### src/rtl/player_input_encoder.sv
// Debounces q/w/a/s key levels and emits one tile_valid pulse per accepted single-key press, plus a no-press timeout.
// Latency: tile_valid rises DEBOUNCE_CYCLES+2 cycles after a lone key first appears at the inputs.
// Backpressure: none; enable low returns the block to IDLE on the next edge and suppresses any pulse.
module player_input_encoder #(
  parameter int DEBOUNCE_CYCLES = 500000,
  parameter int TIMEOUT_CYCLES  = 250000000
) (
  input  logic       clk,
  input  logic       reset,
  input  logic       enable,
  input  logic       q,
  input  logic       w,
  input  logic       a,
  input  logic       s,
  output logic [1:0] tile,
  output logic       tile_valid,
  output logic       timeout,
  output logic       ready,
  output logic       key_held
);

  localparam int DW = (DEBOUNCE_CYCLES > 1) ? $clog2(DEBOUNCE_CYCLES) : 1;
  localparam int TW = (TIMEOUT_CYCLES > 1) ? $clog2(TIMEOUT_CYCLES) : 1;
  localparam logic [DW-1:0] DCNT_LAST = DW'(DEBOUNCE_CYCLES - 1);
  localparam logic [TW-1:0] TCNT_LAST = TW'(TIMEOUT_CYCLES - 1);

  typedef enum logic [2:0] {
    ST_IDLE,
    ST_WAIT_PRESS,
    ST_DEBOUNCE_PRESS,
    ST_WAIT_RELEASE,
    ST_DEBOUNCE_RELEASE,
    ST_TIMED_OUT
  } state_t;

  state_t          r_state;
  logic [3:0]      r_k;      // {s,a,w,q}, registered once
  logic [3:0]      r_pat;    // pattern being debounced
  logic [DW-1:0]   r_dcnt;
  logic [TW-1:0]   r_tcnt;
  logic [1:0]      r_tile;
  logic            r_tile_valid;
  logic            r_timeout;
  logic            r_ready;
  logic            r_key_held;

  logic            w_one_hot;
  logic            w_tout;
  logic [1:0]      w_pat_code;

  assign w_one_hot = (r_k != 4'd0) && ((r_k & (r_k - 4'd1)) == 4'd0);
  assign w_tout    = (r_tcnt == TCNT_LAST);

  // Map the latched one-hot pattern to its tile code (q=0, w=1, a=2, s=3).
  always_comb begin
    w_pat_code = 2'd0;
    case (r_pat)
      4'b0010: w_pat_code = 2'd1;
      4'b0100: w_pat_code = 2'd2;
      4'b1000: w_pat_code = 2'd3;
      default: w_pat_code = 2'd0;
    endcase
  end

  // Input register, press/release FSM, counters and registered outputs.
  always_ff @(posedge clk) begin
    if (reset) begin
      r_state      <= ST_IDLE;
      r_k          <= 4'd0;
      r_pat        <= 4'd0;
      r_dcnt       <= '0;
      r_tcnt       <= '0;
      r_tile       <= 2'd0;
      r_tile_valid <= 1'b0;
      r_timeout    <= 1'b0;
      r_ready      <= 1'b0;
      r_key_held   <= 1'b0;
    end else begin
      r_k          <= {s, a, w, q};
      r_tile_valid <= 1'b0;
      r_timeout    <= 1'b0;
      r_ready      <= (r_state == ST_WAIT_PRESS);
      r_key_held   <= (r_state == ST_WAIT_RELEASE) || (r_state == ST_DEBOUNCE_RELEASE);
      if (!enable) begin
        r_state <= ST_IDLE;
      end else begin
        case (r_state)
          ST_IDLE: begin
            r_tcnt  <= '0;
            r_state <= ST_WAIT_PRESS;
          end
          ST_WAIT_PRESS: begin
            if (w_tout) begin
              r_timeout <= 1'b1;
              r_state   <= ST_TIMED_OUT;
            end else begin
              r_tcnt <= r_tcnt + TW'(1);
              if (w_one_hot) begin
                r_pat   <= r_k;
                r_dcnt  <= '0;
                r_state <= ST_DEBOUNCE_PRESS;
              end
            end
          end
          ST_DEBOUNCE_PRESS: begin
            // Acceptance is checked before timeout so it wins a tie.
            if ((r_k == r_pat) && (r_dcnt == DCNT_LAST)) begin
              r_tile       <= w_pat_code;
              r_tile_valid <= 1'b1;
              r_state      <= ST_WAIT_RELEASE;
            end else if (w_tout) begin
              r_timeout <= 1'b1;
              r_state   <= ST_TIMED_OUT;
            end else begin
              // tcnt keeps running across aborted attempts.
              r_tcnt <= r_tcnt + TW'(1);
              if (r_k != r_pat) r_state <= ST_WAIT_PRESS;
              else              r_dcnt  <= r_dcnt + DW'(1);
            end
          end
          ST_WAIT_RELEASE: begin
            if (r_k == 4'd0) begin
              r_dcnt  <= '0;
              r_state <= ST_DEBOUNCE_RELEASE;
            end
          end
          ST_DEBOUNCE_RELEASE: begin
            // Any key during release debounce restarts the wait, so a bounce or long hold cannot re-trigger.
            if (r_k != 4'd0) begin
              r_state <= ST_WAIT_RELEASE;
            end else if (r_dcnt == DCNT_LAST) begin
              r_tcnt  <= '0;
              r_state <= ST_WAIT_PRESS;
            end else begin
              r_dcnt <= r_dcnt + DW'(1);
            end
          end
          ST_TIMED_OUT: r_state <= ST_TIMED_OUT;
          default:      r_state <= ST_IDLE;
        endcase
      end
    end
  end

  assign tile       = r_tile;
  assign tile_valid = r_tile_valid;
  assign timeout    = r_timeout;
  assign ready      = r_ready;
  assign key_held   = r_key_held;

endmodule

### config.mk
export PLATFORM = sky130hd
export DESIGN_NAME = player_input_encoder
export DESIGN_NICKNAME = d
export VERILOG_FILES = /design/src/rtl/player_input_encoder.sv
export SDC_FILE = /design/constraint.sdc
export NUM_CORES = 1
export LEC_CHECK = 0
export ABC_AREA = 1
export BUFFER_PORTS_ARGS = -buffer_cell sky130_fd_sc_hd__buf_2
export CAP_MARGIN = 5
export CORE_ASPECT_RATIO = 1.75
export CORE_MARGIN = 4
export CORE_UTILIZATION = 60
export DETAILED_ROUTE_END_ITERATION = 16
export GPL_TIMING_DRIVEN = 0
export PLACE_DENSITY = 0.86
export SLEW_MARGIN = 40
export SYNTH_ARGS = -nofsm -noshare
export SYNTH_HDL_FRONTEND = slang
export SYNTH_SLANG_ARGS = --single-unit
export TNS_END_PERCENT = 1
### constraint.sdc
create_clock -name clk -period 2.01 [get_ports clk]
set_input_delay 0.402 -clock clk [delete_from_list [all_inputs] [get_ports clk]]
set_output_delay 0.402 -clock clk [all_outputs]
set_load 0.02 [all_outputs]
# == After elaboration in Yosys (flattened, before gate mapping) ==
# Cells that the tools add are included.
# classes
muxes,28
n_addsub,3
bitwise_logic,4
n_eq_ne,24
n_reduce_logical,16
# ops
operator,count
19-bit 2-to-1 mux,8
28-bit 2-to-1 mux,4
28-bit one-hot mux with 4 select lines,1
19-bit one-hot mux with 4 select lines,1
28-bit by 1-bit adder with 28-bit output (second input constant),1
28-bit == test (second input constant),1
3-bit 2-to-1 mux,8
19-bit by 1-bit adder with 19-bit output (second input constant),1
19-bit == test (second input constant),1
3-bit one-hot mux with 6 select lines,1
2-bit != test (second input constant),7
4-bit nonzero test,3
10-bit AND reduction,1
4-bit zero test,2
4-bit AND reduction,2
3-bit by 2-bit == test with 1-bit output (second input constant),2
3-bit == test (second input constant),2
2-bit one-hot mux with 3 select lines,1
5-bit AND reduction,1
4-bit AND,1
4-bit by 2-bit == test with 1-bit output (second input constant),1
4-bit by 3-bit == test with 1-bit output (second input constant),1
4-bit == test,1
4-bit == test (second input constant),1
16 further kinds,22
# totals
word_cells,85
ff_bits,64
output_inout_bits,6
input_bits,7

# == Longest topological paths before layout ==
# logic_depth
depth_word,7
ltp_mapped,13
depth_no_buf,13

# == Least setup slack after synthesis ==
# No wires, ideal clock.
# synth_timing
path_type,register to register
startpoint,reg r_dcnt[0]
endpoint,reg r_tcnt[24]
stages_incl_launch_ff,13
path_buffers,2
arrival_time_ns,1.656
path_slack_ns,0.224
cell_sequence,dfxtp_1 ha_1 nand3_1 inv_2 nand2_1 nor2_2 nand2_1 nand2_1 nor2_4 buf_6 buf_6 nand2_1 a21oi_2
# synth_between
elab_chain_len,4
# synth_lines
item,line,rtl
start: declaration,39,logic [DW-1:0] r_dcnt;
start signal: assignment,118,else r_dcnt <= r_dcnt + DW'(1);
start signal: assignment,135,r_dcnt <= r_dcnt + DW'(1);
19-bit == test *,"107, 131",
1-bit logical AND,107,if ((r_k == r_pat) && (r_dcnt == DCNT_LAST)) begin
2-bit != test (no line),n/a,
5-bit AND reduction (no line) *,n/a,
end signal: assignment,97,r_tcnt <= r_tcnt + TW'(1);
end signal: assignment,116,r_tcnt <= r_tcnt + TW'(1);
end: declaration,40,logic [TW-1:0] r_tcnt;
# Every way passes the cells marked *; elsewhere a longest branch is shown, timed or not.
# A chain may end at the register's enable or synchronous reset.

# == Final worst setup path ==
# Same ends and word-level chain as after synthesis.

==> metrics.txt <==
headroom to the max-slew limit=0.654; register cell area after layout=between 1000 and 1500 µm²; detailed-route wire length per cell=~14 µm; post-synthesis mux area share=0; count of standard-cell rows=39; Residual DRC=0; met2 WL=5840 µm; startpoint type of the worst setup path=register; Mapped Avg Cell Area=approximately 6 µm²; count of buffering cells on the critical path with inverters included=3; CP Capture Type=register; cell leakage power=1.67 nW; Final min period=1.92 ns; TritonCTS Sinks=64; antenna violations before repair=0; Total Routing Usage GR=0.280; Post-synth EDFFs=0; most frequently used flop master after synthesis=dfxtp_1; vias in the first global route=just over 4k; largest fanout on the critical path=10; number of buffers on the longest clock path=2; Synth Area in Adders=0.00612; area of the die=between 8000 and 9000 µm²; Post-Route Hold Slack=0.271 ns; core region area=6590 µm²; number of I/O port buffers=12; CTS Hold Buffers Added=0; I/O pin count=13; category of the critical setup timing path=register to register; Initial Utilization=0.621; iteration-0 DRC count of the detailed router=272; gr ovfl total=0; TritonCTS clock tree=yes; CTS root buf=clkbuf_16; DP Wirelength=8080 µm; measured slew at the worst slew-check pin=0.519 ns; met3 layer wire length in the routed design=406 µm; highest clock frequency the design can meet=around 520 MHz; cts bufs inserted=9; via count=4187; net count of the finished layout=703; list of most frequent post-synthesis cells=217 x nand2_1, 140 x nor2_1, 64 x dfxtp_1; required time of the worst setup path=2.22 ns; Power Density=721 nW/µm²; synthesis-stage register bit count=64; area share of and/or/nand/nor cells after synthesis=0.430; crit path DAT=2.13 ns; CP cell instances=ha_2, nand3_2, inv_2, nand2_1, nor2_4, nand2_2, nand2_2, nor2_4, buf_8, buf_6, nand2_1, a21oi_2; Min-Delay Path Class=primary input to register; dominant combinational cell family by area after synthesis=simple AND/OR/NAND/NOR gates; top post-synthesis cells by area=dfxtp_1 31%, nand2_1 20%, nor2_1 13%; synthesized-area fraction occupied by ao, oa, aoi and oai cells=0.103; cell with the most instances after synthesis=nand2_1; number of optimization iterations in the first detailed-route pass=6; Critical-path top delay cell=dfxtp_4; total power=around 3.4 mW; total negative setup slack=0 ns; setup violators final=0; later-pin clock latency in the skew report=0.34 ns; xor and xnor fraction of the mapped netlist area=0.0685; CP top delay family=simple AND/OR/NAND/NOR gates; vias per std cell=roughly 5.4; register area share after synthesis=0.313; share of synthesized flip-flops with an asynchronous set or reset=0; P&R area growth vs syn=14.6%; area fraction of the dominant cell type after synthesis=0.313; metal1 wirelength=3910 µm; count of distinct cell types in the synthesized netlist=31; Final Hold Viols=0; footprint of the multi-input gates=~2500 µm²; fin area=4690 µm²; clk_skew=0.00775 ns; result of the run=completed; number of maximum-capacitance constraint violations=0; worst voltage drop across the vdd grid=approximately 800 µV; Chip Width=70.4 µm; proportion of layout cells with a drive suffix above 1=0.136; Final Routed Wirelength=10800 µm; wire length of the first global-routing pass=18200 µm; H-tree Lvls=3; clock input transition at the sequential cells of the worst setup and hold paths=0.06 ns; placer congestion estimate=slightly below 1; final critical-path share of the clock period=0.956; end-of-flow core utilization=0.712; FILL cells=542; uppermost metal layer occupied by signal nets=met4; max-slew violation count=0; total nets after synthesis=678; cells after synthesis=669; area of the mapped netlist=about 4000 µm²; cell accounting for the most synthesized area=dfxtp_1; height of the die=~120 µm; area after detailed placement=4250 µm²; crit-path max cell delay=0.38 ns; number of antenna-violating nets in the routed design=0; Ant. Diodes=0; largest net degree at the start of global routing=13; synth warn=0
worst paths after layout:
path	cells after the start	slack [ns]	endpoint	startpoint
worst min register to register	2	0.45	tile[1]	tile[1]
worst max-delay path	12	0.09	r_tcnt[24]	r_dcnt[0]
worst max register to register	12	0.09	r_tcnt[24]	r_dcnt[0]
worst min-delay path	3	0.27	r_k[2]	a
layout make-up:
class | instances | share of cell area
repair buffers | 14 | 0.0160
flip-flops and latches | 64 | 0.275
plain buffers | 18 | 0.0275
multi-input cells | 531 | 0.543
clock buffers | 10 | 0.0509
well taps | 82 | 0.0219
inverters | 56 | 0.0459
clock inverters | 6 | 0.0195
registers in the layout, indices dropped and copies added, names as in the netlist:
name        cells
key_held        1
r_pat           4
tile_valid      1
ready           1
r_state         3
r_tcnt         28
tile            2
r_k             4
timeout         1
r_dcnt         19
metal layers:
layer	global-route usage	vias to the layer above
met4	0.187	0
met2	0.541	124
met3	0.0556	46
met5	0	-
met1	0.260	1875
li1	-	2142
logic make-up after synthesis:
logic type      after synthesis
flops                        64
buf+inv                      74
xor+xnor                     32
simple gates                416
compound gates               81
fa+ha+maj                     2
through the flow:
stage	instances	setup WS, ns
after floorplan	669	0.224
after global placement	763	-0.0848
after detailed placement	763	-0.172
after CTS	780	0.0113
after global routing	781	-0.000314
final	781	0.0881
worst min-delay path: stages:
cell,delay [ns]
buf_2,0.09
inv_1,0.04
nor2_1,0.03
report_power, final:
group,internal (mW),total [mW],switching [mW]
Clock,1.12,1.72,0.598
Sequential,1.30,1.33,0.0337
Combinational,0.104,0.331,0.226
Total,2.52,3.38,0.858
placed cells by master, fill, tap and decap left out, types with 2 or more instances in the layout:
cell type	instances
o21ai_0	11
nand2_2	6
a21oi_2	2
xor2_1	26
a21oi_1	51
nor3_1	3
clkbuf_16	9
buf_6	6
buf_2	12
clkbuf_1	9
nand4_1	6
bufinv_16	2
inv_2	8
buf_4	3
or2_2	4
inv_1	47
clkinvlp_4	3
dfxtp_2	4
nor2_2	5
nor2_1	137
nand3_1	15
o211ai_1	2
nand3_2	16
o21ai_1	12
nand2_1	215
nand3b_1	2
xnor2_1	6
nor2_4	5
dfxtp_1	59
repair_timing:
item | CTS | global route
gates resized for setup | 11 | 17
setup endpoints to repair | 49 | 49
hold endpoints to repair | 0 | 0
pin swaps | 1 | 0
setup buffers | 1 | 1
No activity file was read; power rests on OpenSTA's default activity.
